`src/rtl/mc_array_ctrl.sv`:
```
// Command-driven sequencer for a 64x64 resistive array: decodes one row, sequences program pulses or a
// read sample, and returns a handshaked response. Define MC_CTRL_VERIFY_EN to add a read-back check to each write.
module mc_array_ctrl #(
  parameter int unsigned PULSE_CYCLES = 4
) (
  input  logic        clk_i,
  input  logic        rst_ni,
  input  logic        cmd_valid_i,
  output logic        cmd_ready_o,
  input  logic        cmd_op_i,
  input  logic [5:0]  cmd_row_i,
  input  logic [63:0] cmd_wdata_i,
  input  logic [63:0] cmd_wmask_i,
  output logic        rsp_valid_o,
  input  logic        rsp_ready_i,
  output logic [63:0] rsp_data_o,
  output logic        rsp_err_o,
  output logic [31:0] CWLE,
  output logic [31:0] CWLO,
  output logic [63:0] CBLEN,
  output logic [63:0] CBL,
  output logic [63:0] CSL,
  output logic [63:0] DIN,
  output logic [63:0] DINb,
  input  logic [63:0] DOUT
);

  typedef enum logic [3:0] {
    S_IDLE, S_SETUP, S_PROG_A, S_GAP, S_PROG_B,
    S_RD_ARM, S_RD_EVAL, S_RD_SAMPLE, S_RELEASE, S_RESP
  } state_e;

  localparam logic [7:0] PULSE_LAST = 8'(PULSE_CYCLES - 1);

  state_e      state_q, state_d;
  logic [7:0]  cnt_q, cnt_d;
  logic        live_q;
  logic        op_q;
  logic [5:0]  row_q;
  logic [63:0] wdata_q, wmask_q, rdata_q;
  logic        accept, wl_on;

  // live_q keeps cmd_ready_o low during reset and lets it rise on the first edge afterwards
  assign cmd_ready_o = live_q && (state_q == S_IDLE);
  assign accept      = cmd_valid_i && cmd_ready_o;
  assign rsp_valid_o = (state_q == S_RESP);
  assign rsp_data_o  = (state_q == S_RESP && !op_q) ? rdata_q : 64'd0;
  assign DINb        = 64'd0;
  assign wl_on       = state_q inside {S_SETUP, S_PROG_A, S_GAP, S_PROG_B,
                                       S_RD_ARM, S_RD_EVAL, S_RD_SAMPLE};

`ifdef MC_CTRL_VERIFY_EN
  logic progb_done_q;
  logic err_q;
  assign rsp_err_o = (state_q == S_RESP) && err_q;

  always_ff @(posedge clk_i or negedge rst_ni) begin
    if (!rst_ni) begin
      progb_done_q <= 1'b0;
      err_q        <= 1'b0;
    end else begin
      if (accept) begin
        progb_done_q <= 1'b0;
      end else if (state_q == S_PROG_B && cnt_q == 8'd0) begin
        progb_done_q <= 1'b1;
      end
      if (state_q == S_RD_SAMPLE) begin
        err_q <= op_q && (|((~DOUT ^ wdata_q) & wmask_q));
      end
    end
  end
`else
  assign rsp_err_o = 1'b0;
`endif

  always_ff @(posedge clk_i or negedge rst_ni) begin
    if (!rst_ni) begin
      state_q <= S_IDLE;
      cnt_q   <= 8'd0;
      live_q  <= 1'b0;
      op_q    <= 1'b0;
      row_q   <= 6'd0;
      wdata_q <= 64'd0;
      wmask_q <= 64'd0;
      rdata_q <= 64'd0;
    end else begin
      state_q <= state_d;
      cnt_q   <= cnt_d;
      live_q  <= 1'b1;
      if (accept) begin
        op_q    <= cmd_op_i;
        row_q   <= cmd_row_i;
        wdata_q <= cmd_wdata_i;
        wmask_q <= cmd_wmask_i;
      end
      // Cells read back inverted on DOUT
      if (state_q == S_RD_SAMPLE) begin
        rdata_q <= ~DOUT;
      end
    end
  end

  always_comb begin
    state_d = state_q;
    cnt_d   = cnt_q;
    case (state_q)
      S_IDLE:   if (accept) state_d = S_SETUP;
      S_SETUP: begin
        state_d = op_q ? S_PROG_A : S_RD_ARM;
        cnt_d   = PULSE_LAST;
      end
      S_PROG_A: begin
        if (cnt_q == 8'd0) state_d = S_GAP;
        else               cnt_d   = cnt_q - 8'd1;
      end
      S_GAP: begin
        cnt_d = PULSE_LAST;
`ifdef MC_CTRL_VERIFY_EN
        state_d = progb_done_q ? S_RD_ARM : S_PROG_B;
`else
        state_d = S_PROG_B;
`endif
      end
      S_PROG_B: begin
        if (cnt_q == 8'd0) begin
`ifdef MC_CTRL_VERIFY_EN
          state_d = S_GAP;
`else
          state_d = S_RELEASE;
`endif
        end else begin
          cnt_d = cnt_q - 8'd1;
        end
      end
      S_RD_ARM: begin
        if (cnt_q == 8'd0) state_d = S_RD_EVAL;
        else               cnt_d   = cnt_q - 8'd1;
      end
      S_RD_EVAL:   state_d = S_RD_SAMPLE;
      S_RD_SAMPLE: state_d = S_RELEASE;
      S_RELEASE:   state_d = S_RESP;
      S_RESP:      if (rsp_ready_i) state_d = S_IDLE;
      default:     state_d = S_IDLE;
    endcase
  end

  // Even rows sit on CWLO, odd rows on CWLE; only one line is ever raised
  always_comb begin
    CWLE  = 32'd0;
    CWLO  = 32'd0;
    CBLEN = 64'd0;
    CBL   = 64'd0;
    CSL   = 64'd0;
    DIN   = 64'd0;
    if (wl_on) begin
      if (row_q[0]) CWLE[row_q[5:1]] = 1'b1;
      else          CWLO[row_q[5:1]] = 1'b1;
    end
    case (state_q)
      S_PROG_A: begin
        CBLEN = wmask_q;
        CBL   = ~wdata_q & wmask_q;
        CSL   = wdata_q & wmask_q;
      end
      S_PROG_B: begin
        CBLEN = wmask_q;
        CBL   = ~wdata_q & wmask_q;
        CSL   = ~wdata_q & wmask_q;
      end
      S_RD_ARM: begin
        CSL = '1;
        DIN = '1;
      end
      S_RD_EVAL, S_RD_SAMPLE: DIN = '1;
      default: ;
    endcase
  end

endmodule

```
`config.mk`:
```
export PLATFORM = sky130hd
export DESIGN_NAME = mc_array_ctrl
export DESIGN_NICKNAME = d
export VERILOG_FILES = /design/src/rtl/mc_array_ctrl.sv
export SDC_FILE = /design/constraint.sdc
export NUM_CORES = 1
export LEC_CHECK = 0
export BUFFER_PORTS_ARGS = -buffer_cell sky130_fd_sc_hd__buf_2
export CORE_AREA = 8 8 251 253
export DETAILED_ROUTE_END_ITERATION = 12
export DIE_AREA = 0 0 259 261
export GPL_TIMING_DRIVEN = 1
export PLACE_DENSITY_LB_ADDON = 0.08
export SLEW_MARGIN = 10
export SYNTH_ARGS = -nofsm -noshare
export SYNTH_HDL_FRONTEND = slang
export SYNTH_SLANG_ARGS = --single-unit
```
`constraint.sdc`:
```
create_clock -name clk_i -period 9 [get_ports clk_i]
set_input_delay 1.8 -clock clk_i [delete_from_list [all_inputs] [get_ports clk_i]]
set_output_delay 1.8 -clock clk_i [all_outputs]
set_load 0.05 [all_outputs]
```
### Word level (Yosys, flattened, before mapping)

Index checks and enable logic that the tools add are counted.

| operators by class | value |
|---|---|
| reductions and logical operators | 15 |
| equality and inequality tests | 15 |
| $add $sub $neg | 1 |
| mux-type cells | 20 |
| $lt $le $gt $ge | 2 |
| bitwise logic cells | 4 |

Operators by type and width:

| operator | number |
|---|---|
| $mux 64 | 4 |
| $pmux 64 s3 | 1 |
| $and 64x64->64 | 2 |
| $mux 32 | 4 |
| $not 64->64 | 2 |
| $pmux 4 s10 | 1 |
| $mux 4 | 5 |
| $eq 4x3->1 const B | 4 |
| $pmux 8 s2 | 1 |
| $eq 4x2->1 const B | 2 |
| $eq 4x4->1 const B | 2 |
| $logic_not 8->1 | 1 |
| $mux 8 | 1 |
| $ne 2x1->1 const B | 4 |
| $sub 8x1->8 const B | 1 |
| $reduce_bool 7->1 | 1 |
| $lt 5x6->1 const B | 1 |
| $reduce_or 3->1 | 2 |
| $demux 1 s5 | 1 |
| $ge 5x1->1 const B | 1 |
| $reduce_and 5->1 | 1 |
| $eq 4x1->1 const B | 1 |
| $logic_and 1x1->1 | 4 |
| $logic_not 4->1 | 1 |
| 7 further kinds | 9 |

| word-level totals | value |
|---|---|
| logic and storage cells | 65 |
| input port bits | 203 |
| bits in registers | 212 |
| output and inout port bits | 451 |

### Longest topological paths before layout

| depth | value |
|---|---|
| word-level depth | 6 |
| mapped depth | 8 |
| gate-level depth less buffers | 7 |

### Worst setup path before layout

Ideal clock, no wire load.

| timing | value |
|---|---|
| path type | register to output |
| start point | register state_q[0] |
| end point | output port DIN[10] |
| buffers on the path | 2 |
| slack | 3312 ps |
| cell stages (with the launch flop) | 5 |
| arrival | 3888 ps |
| data required time | 7200 ps |
| cells stage by stage | dfrtp_1 clkbuf_1 nor2_1 nor2_1 buf_4 |

| on the way | value |
|---|---|
| cells in the longest elaborated chain, start to end | 3 |
| elaborated cells between the ends (all ways) | 5 |
| those cells by class | eq/ne: 3; mux: 1; reduce/logical: 1 |

Ends and longest elaborated chain:

| item | RTL line | text |
|---|---|---|
| start: declaration | 35 | `state_e state_q, state_d;` |
| start signal: assignment | 87 | `state_q <= state_d;` |
| $eq 4x3->1 | 159 | `case (state_q)` |
| $reduce_or 3->1 (no line) * | n/a |  |
| $mux 64 * | 159 |  |
| end: declaration | 23 | `output logic [63:0] DIN,` |

Mark *: on every way between the ends. The rest lies on a longest branch, timed or not.

### Worst setup path after layout

| timing | value |
|---|---|
| start point | register state_q[1] |
| end point | output port CBL[35] |

| on the way | value |
|---|---|
| cells in the longest elaborated chain, start to end | 3 |
| elaborated cells between the ends (all ways) | 4 |
| those cells by class | eq/ne: 2; mux: 1; reduce/logical: 1 |

Ends and longest elaborated chain:

| item | RTL line | text |
|---|---|---|
| $eq 4x2->1 or $eq 4x3->1 (tied branches) | 159 |  |
| $reduce_or 2->1 (no line) * | n/a |  |
| $mux 64 * | n/a |  |
| end: declaration | 21 | `output logic [63:0] CBL,` |

Marks and branches as above.

==> reports/qor_table.md <==
| Quantity | Reported | Unit |
| --- | --- | --- |
| Least-Margin Pin Slew | 1.072 | ns |
| Min-delay worst type | register to register | - |
| Worst path buffer plus inverter count | 3 | - |
| Share of cell area taken by muxes after synthesis | 13.16 | % |
| Synth Flop Type | sky130_fd_sc_hd__dfrtp_1 | - |
| F_max | 0.1879 | GHz |
| Worst hold margin | 0.4670 | ns |
| CTS tree | yes | - |
| Critical Path Fanout Max | 64 | - |
| Global-route wire length before repair | 72,060 | um |
| Start-to-end type of the worst setup path | register to output port | - |
| Fin nets | 1,923 | - |
| Library cell contributing the largest single delay on the critical path | sky130_fd_sc_hd__buf_4 | - |
| Global router's overall resource usage | 13.79 | % |
| Unrepaired setup endpoints after global routing | no | - |
| PD cells | 463.9 | nW/um^2 |
| Pin count of the biggest net entering global routing | 138 | - |
| Maximum VDD drop | 632.6 | uV |
| Area inside the core boundary | 59,340 | um^2 |
| Run status | finished clean | - |
| Pre-Repair DR Iteration Count | 7 | - |
| Sequential-to-total area share from yosys stat | 44.99 | % |
| Number of buffers created by CTS | 31 | - |
| Num ports | 654 | - |
| Global route overflow | 0 | - |
| Clock slew seen by the registers of the worst setup and hold paths | 0.05 | ns |
| Slew Limit Fails | 0 | - |
| Number of synthesized flops with an enable pin | 0 | - |
| Most Frequent Cell on Critical Path | sky130_fd_sc_hd__buf_4 | - |
| Post-synthesis adder-cell area fraction | 0.2122 | % |
| Post-Synthesis Cell Area | 11,790 | um^2 |
| Setup tns final | 0 | ns |
| Endpoint class of the critical path | output port | - |
| Via count of the first global-routing pass | 10.45k | - |
| Endpoint required time on the critical path | 7.20 | ns |
| Total via count in the routed design | 10.12k | - |
| Resized Gates After CTS | 0 | - |
| DP Wirelength | 36,620 | um |
| Worst slew margin | 28.53 | % |
| Via-per-instance ratio | 3.997 | - |
| Utilization of the core after routing | 26.81 | % |
| Fraction of layout instances using a drive strength above 1 | 43.01 | % |
| Combinational family with the most area after synthesis | simple AND/OR/NAND/NOR gates | - |
| Syn Inst Count | 1,223 | - |
| Remaining number of nets flagged by the antenna check after routing | 0 | - |
| Min cycle time layout | 5.323 | ns |
| Latest clock arrival within the worst-skew pair | 0.57 | ns |
| Max stage delay on crit path | 0.56 | ns |
| Final routed wirelength across all metal layers | 50,060 | um |
| Kind of launch point of the worst setup path | register | - |
| Largest area contributor in the netlist | sky130_fd_sc_hd__dfrtp_1 | - |
| Crit share post-route | 59.14 | % |
| Routed wirelength normalized by instance count | 19.77 | um |
| Arrival @ worst endpoint | 3.52 | ns |
| DP Cell Count | 2,466 | - |
| Max-cap viol count | 0 | - |
| Clock root buffer master | sky130_fd_sc_hd__clkbuf_16 | - |
| Leakage power | 8.586 | nW |
| Placer congestion estimate | 0.7874 | - |
| CTS sink count | 212 | - |
| Detailed-route DRC error count | 0 | - |
| Mean area per synthesized cell | 9.641 | um^2 |
| CTS H-tree depth | 1 | - |
| XOR/XNOR Fraction of Synth Area | 0 | % |
| Deepest clock path buffer count | 3 | - |
| Synth top area cells | sky130_fd_sc_hd__dfrtp_1, sky130_fd_sc_hd__buf_4, sky130_fd_sc_hd__mux2_2 | - |
| Distinct cell type count of the synthesized netlist | 45 | - |
| Total die area | 67,600 | um^2 |
| Number of buffers added on ports | 588 | - |
| Gate family responsible for the most delay along the worst path | buffers and inverters | - |
| Die W | 259 | um |
| Synth Area in Simple Gates | 19.69 | % |
| Fin Clk Skew | 0.01062 | ns |
| Area fraction of the dominant cell type after synthesis | 44.99 | % |
| Top cells by instance count after synthesis | sky130_fd_sc_hd__dfrtp_1, sky130_fd_sc_hd__nand2_1, sky130_fd_sc_hd__o21ai_0, sky130_fd_sc_hd__and2_1, sky130_fd_sc_hd__buf_4 | - |
| Area growth syn-to-layout | 34.94 | % |
| Hold-fix buffers, CTS | 0 | - |
| Synthesized-area fraction occupied by ao, oa, aoi and oai cells | 10.87 | % |
| Number of antenna violations at the first check in global routing | 21 | - |
| Final setup fails | 0 | - |
| Most frequent cell after synthesis | sky130_fd_sc_hd__dfrtp_1 | - |
| Ys Warns | 0 | - |
| Die span in y | 261 | um |
| Violation count after the first detailed-routing iteration | 335 | - |
| Row Count | 90 | - |
| Crit-path cells | or3b_2, buf_4, o21ai_4, buf_4, and2_1, nor2b_1, buf_2 | - |
| Cell Count, Final, Fillers Out | 2,532 | - |
| Ys async rst share | 100.0 | % |
| Number of storage elements in the synthesis netlist | 212 | - |
| Setup bufs post-CTS | 0 | - |
| Pwr Total | 7.382 | mW |
| Initial Utilization | 19.87 | % |
| Fin. Hold Viols | 0 | - |
-- tightest hold or removal path, cell delays in order, from the launching register on --
cell	delay, ns
sky130_fd_sc_hd__dfrtp_1	0.33
sky130_fd_sc_hd__nand2_1	0.04
sky130_fd_sc_hd__o21ai_0	0.06
-- report_power, final --
part | total (mW) | internal (mW) | leakage, nW | switching [mW]
sequential | 1.84 | 1.43 | 2.56 | 0.408
combinational | 4.30 | 1.07 | 5.51 | 3.23
clock | 1.25 | 0.780 | 0.510 | 0.465
total | 7.38 | 3.28 | 8.59 | 4.10
-- per-stage QoR --
stage	setup slack (ns)	cell area [um^2]
final	3.677	15910
after global routing	3.520	15900
after CTS	3.549	15850
after detailed placement	4.169	14820
after global placement	4.166	14820
after floorplan	3.312	12030
-- sequential cells by signal, summed over array words and instances, names as in the netlist --
name	flops
wdata_q	64
op_q	1
rdata_q	64
live_q	1
cnt_q	8
state_q	4
wmask_q	64
row_q	6
-- placed cells by master, fill, tap and decap left out, types with 6 or more instances in the layout --
cell,instances
sky130_fd_sc_hd__o21ai_0,131
sky130_fd_sc_hd__mux2_1,50
sky130_fd_sc_hd__nor2_1,74
sky130_fd_sc_hd__buf_4,7
sky130_fd_sc_hd__diode_2,13
sky130_fd_sc_hd__clkbuf_16,31
sky130_fd_sc_hd__mux2_2,86
sky130_fd_sc_hd__dfrtp_1,212
sky130_fd_sc_hd__and2_1,129
sky130_fd_sc_hd__nor2b_1,68
sky130_fd_sc_hd__buf_2,587
sky130_fd_sc_hd__clkbuf_8,9
sky130_fd_sc_hd__conb_1,66
sky130_fd_sc_hd__nand2_1,145
sky130_fd_sc_hd__nand3_1,6
sky130_fd_sc_hd__a21o_1,65
-- final timing paths --
check	endpoint	slack (ns)	cells after the start	startpoint
worst max-delay path	CBL[35]	3.68	7	state_q[1]$_DFFE_PN0P_
worst min-delay path	rdata_q[26]$_DFFE_PN0P_	0.47	2	rdata_q[26]$_DFFE_PN0P_
worst max register to register	wmask_q[11]$_DFFE_PN0P_	6.27	4	state_q[0]$_DFFE_PN0P_
worst min register to register	rdata_q[26]$_DFFE_PN0P_	0.47	2	rdata_q[26]$_DFFE_PN0P_
max in group asynchronous	rdata_q[25]$_DFFE_PN0P_	6.46	2	rst_ni
min in group asynchronous	wmask_q[47]$_DFFE_PN0P_	1.21	1	rst_ni
-- metal layers --
layer / share of wire [%] / global-route usage (%)
met5: 0.25 / 0
met4: 3.0 / 4.890
met3: 8.8 / 4.576
met1: 38 / 15.44
met2: 50 / 24.30
-- kinds of logic after synthesis --
logic type / count (synthesis)
flops: 212
simple gates: 453
fa+ha+maj: 2
mux: 138
other cells: 2
compound gates: 213
buf+inv: 203
-- layout make-up --
type	count	area, um^2
fill	6503	43430
multi-input combinational	872	5475
sequential	212	5305
timing repair buffer	598	3073
tap	782	978.4
clock buffer	44	914.6
clock inverter	8	121.4
antenna	13	32.53
inverter	3	11.26
Power figures use the tool's default switching activity.
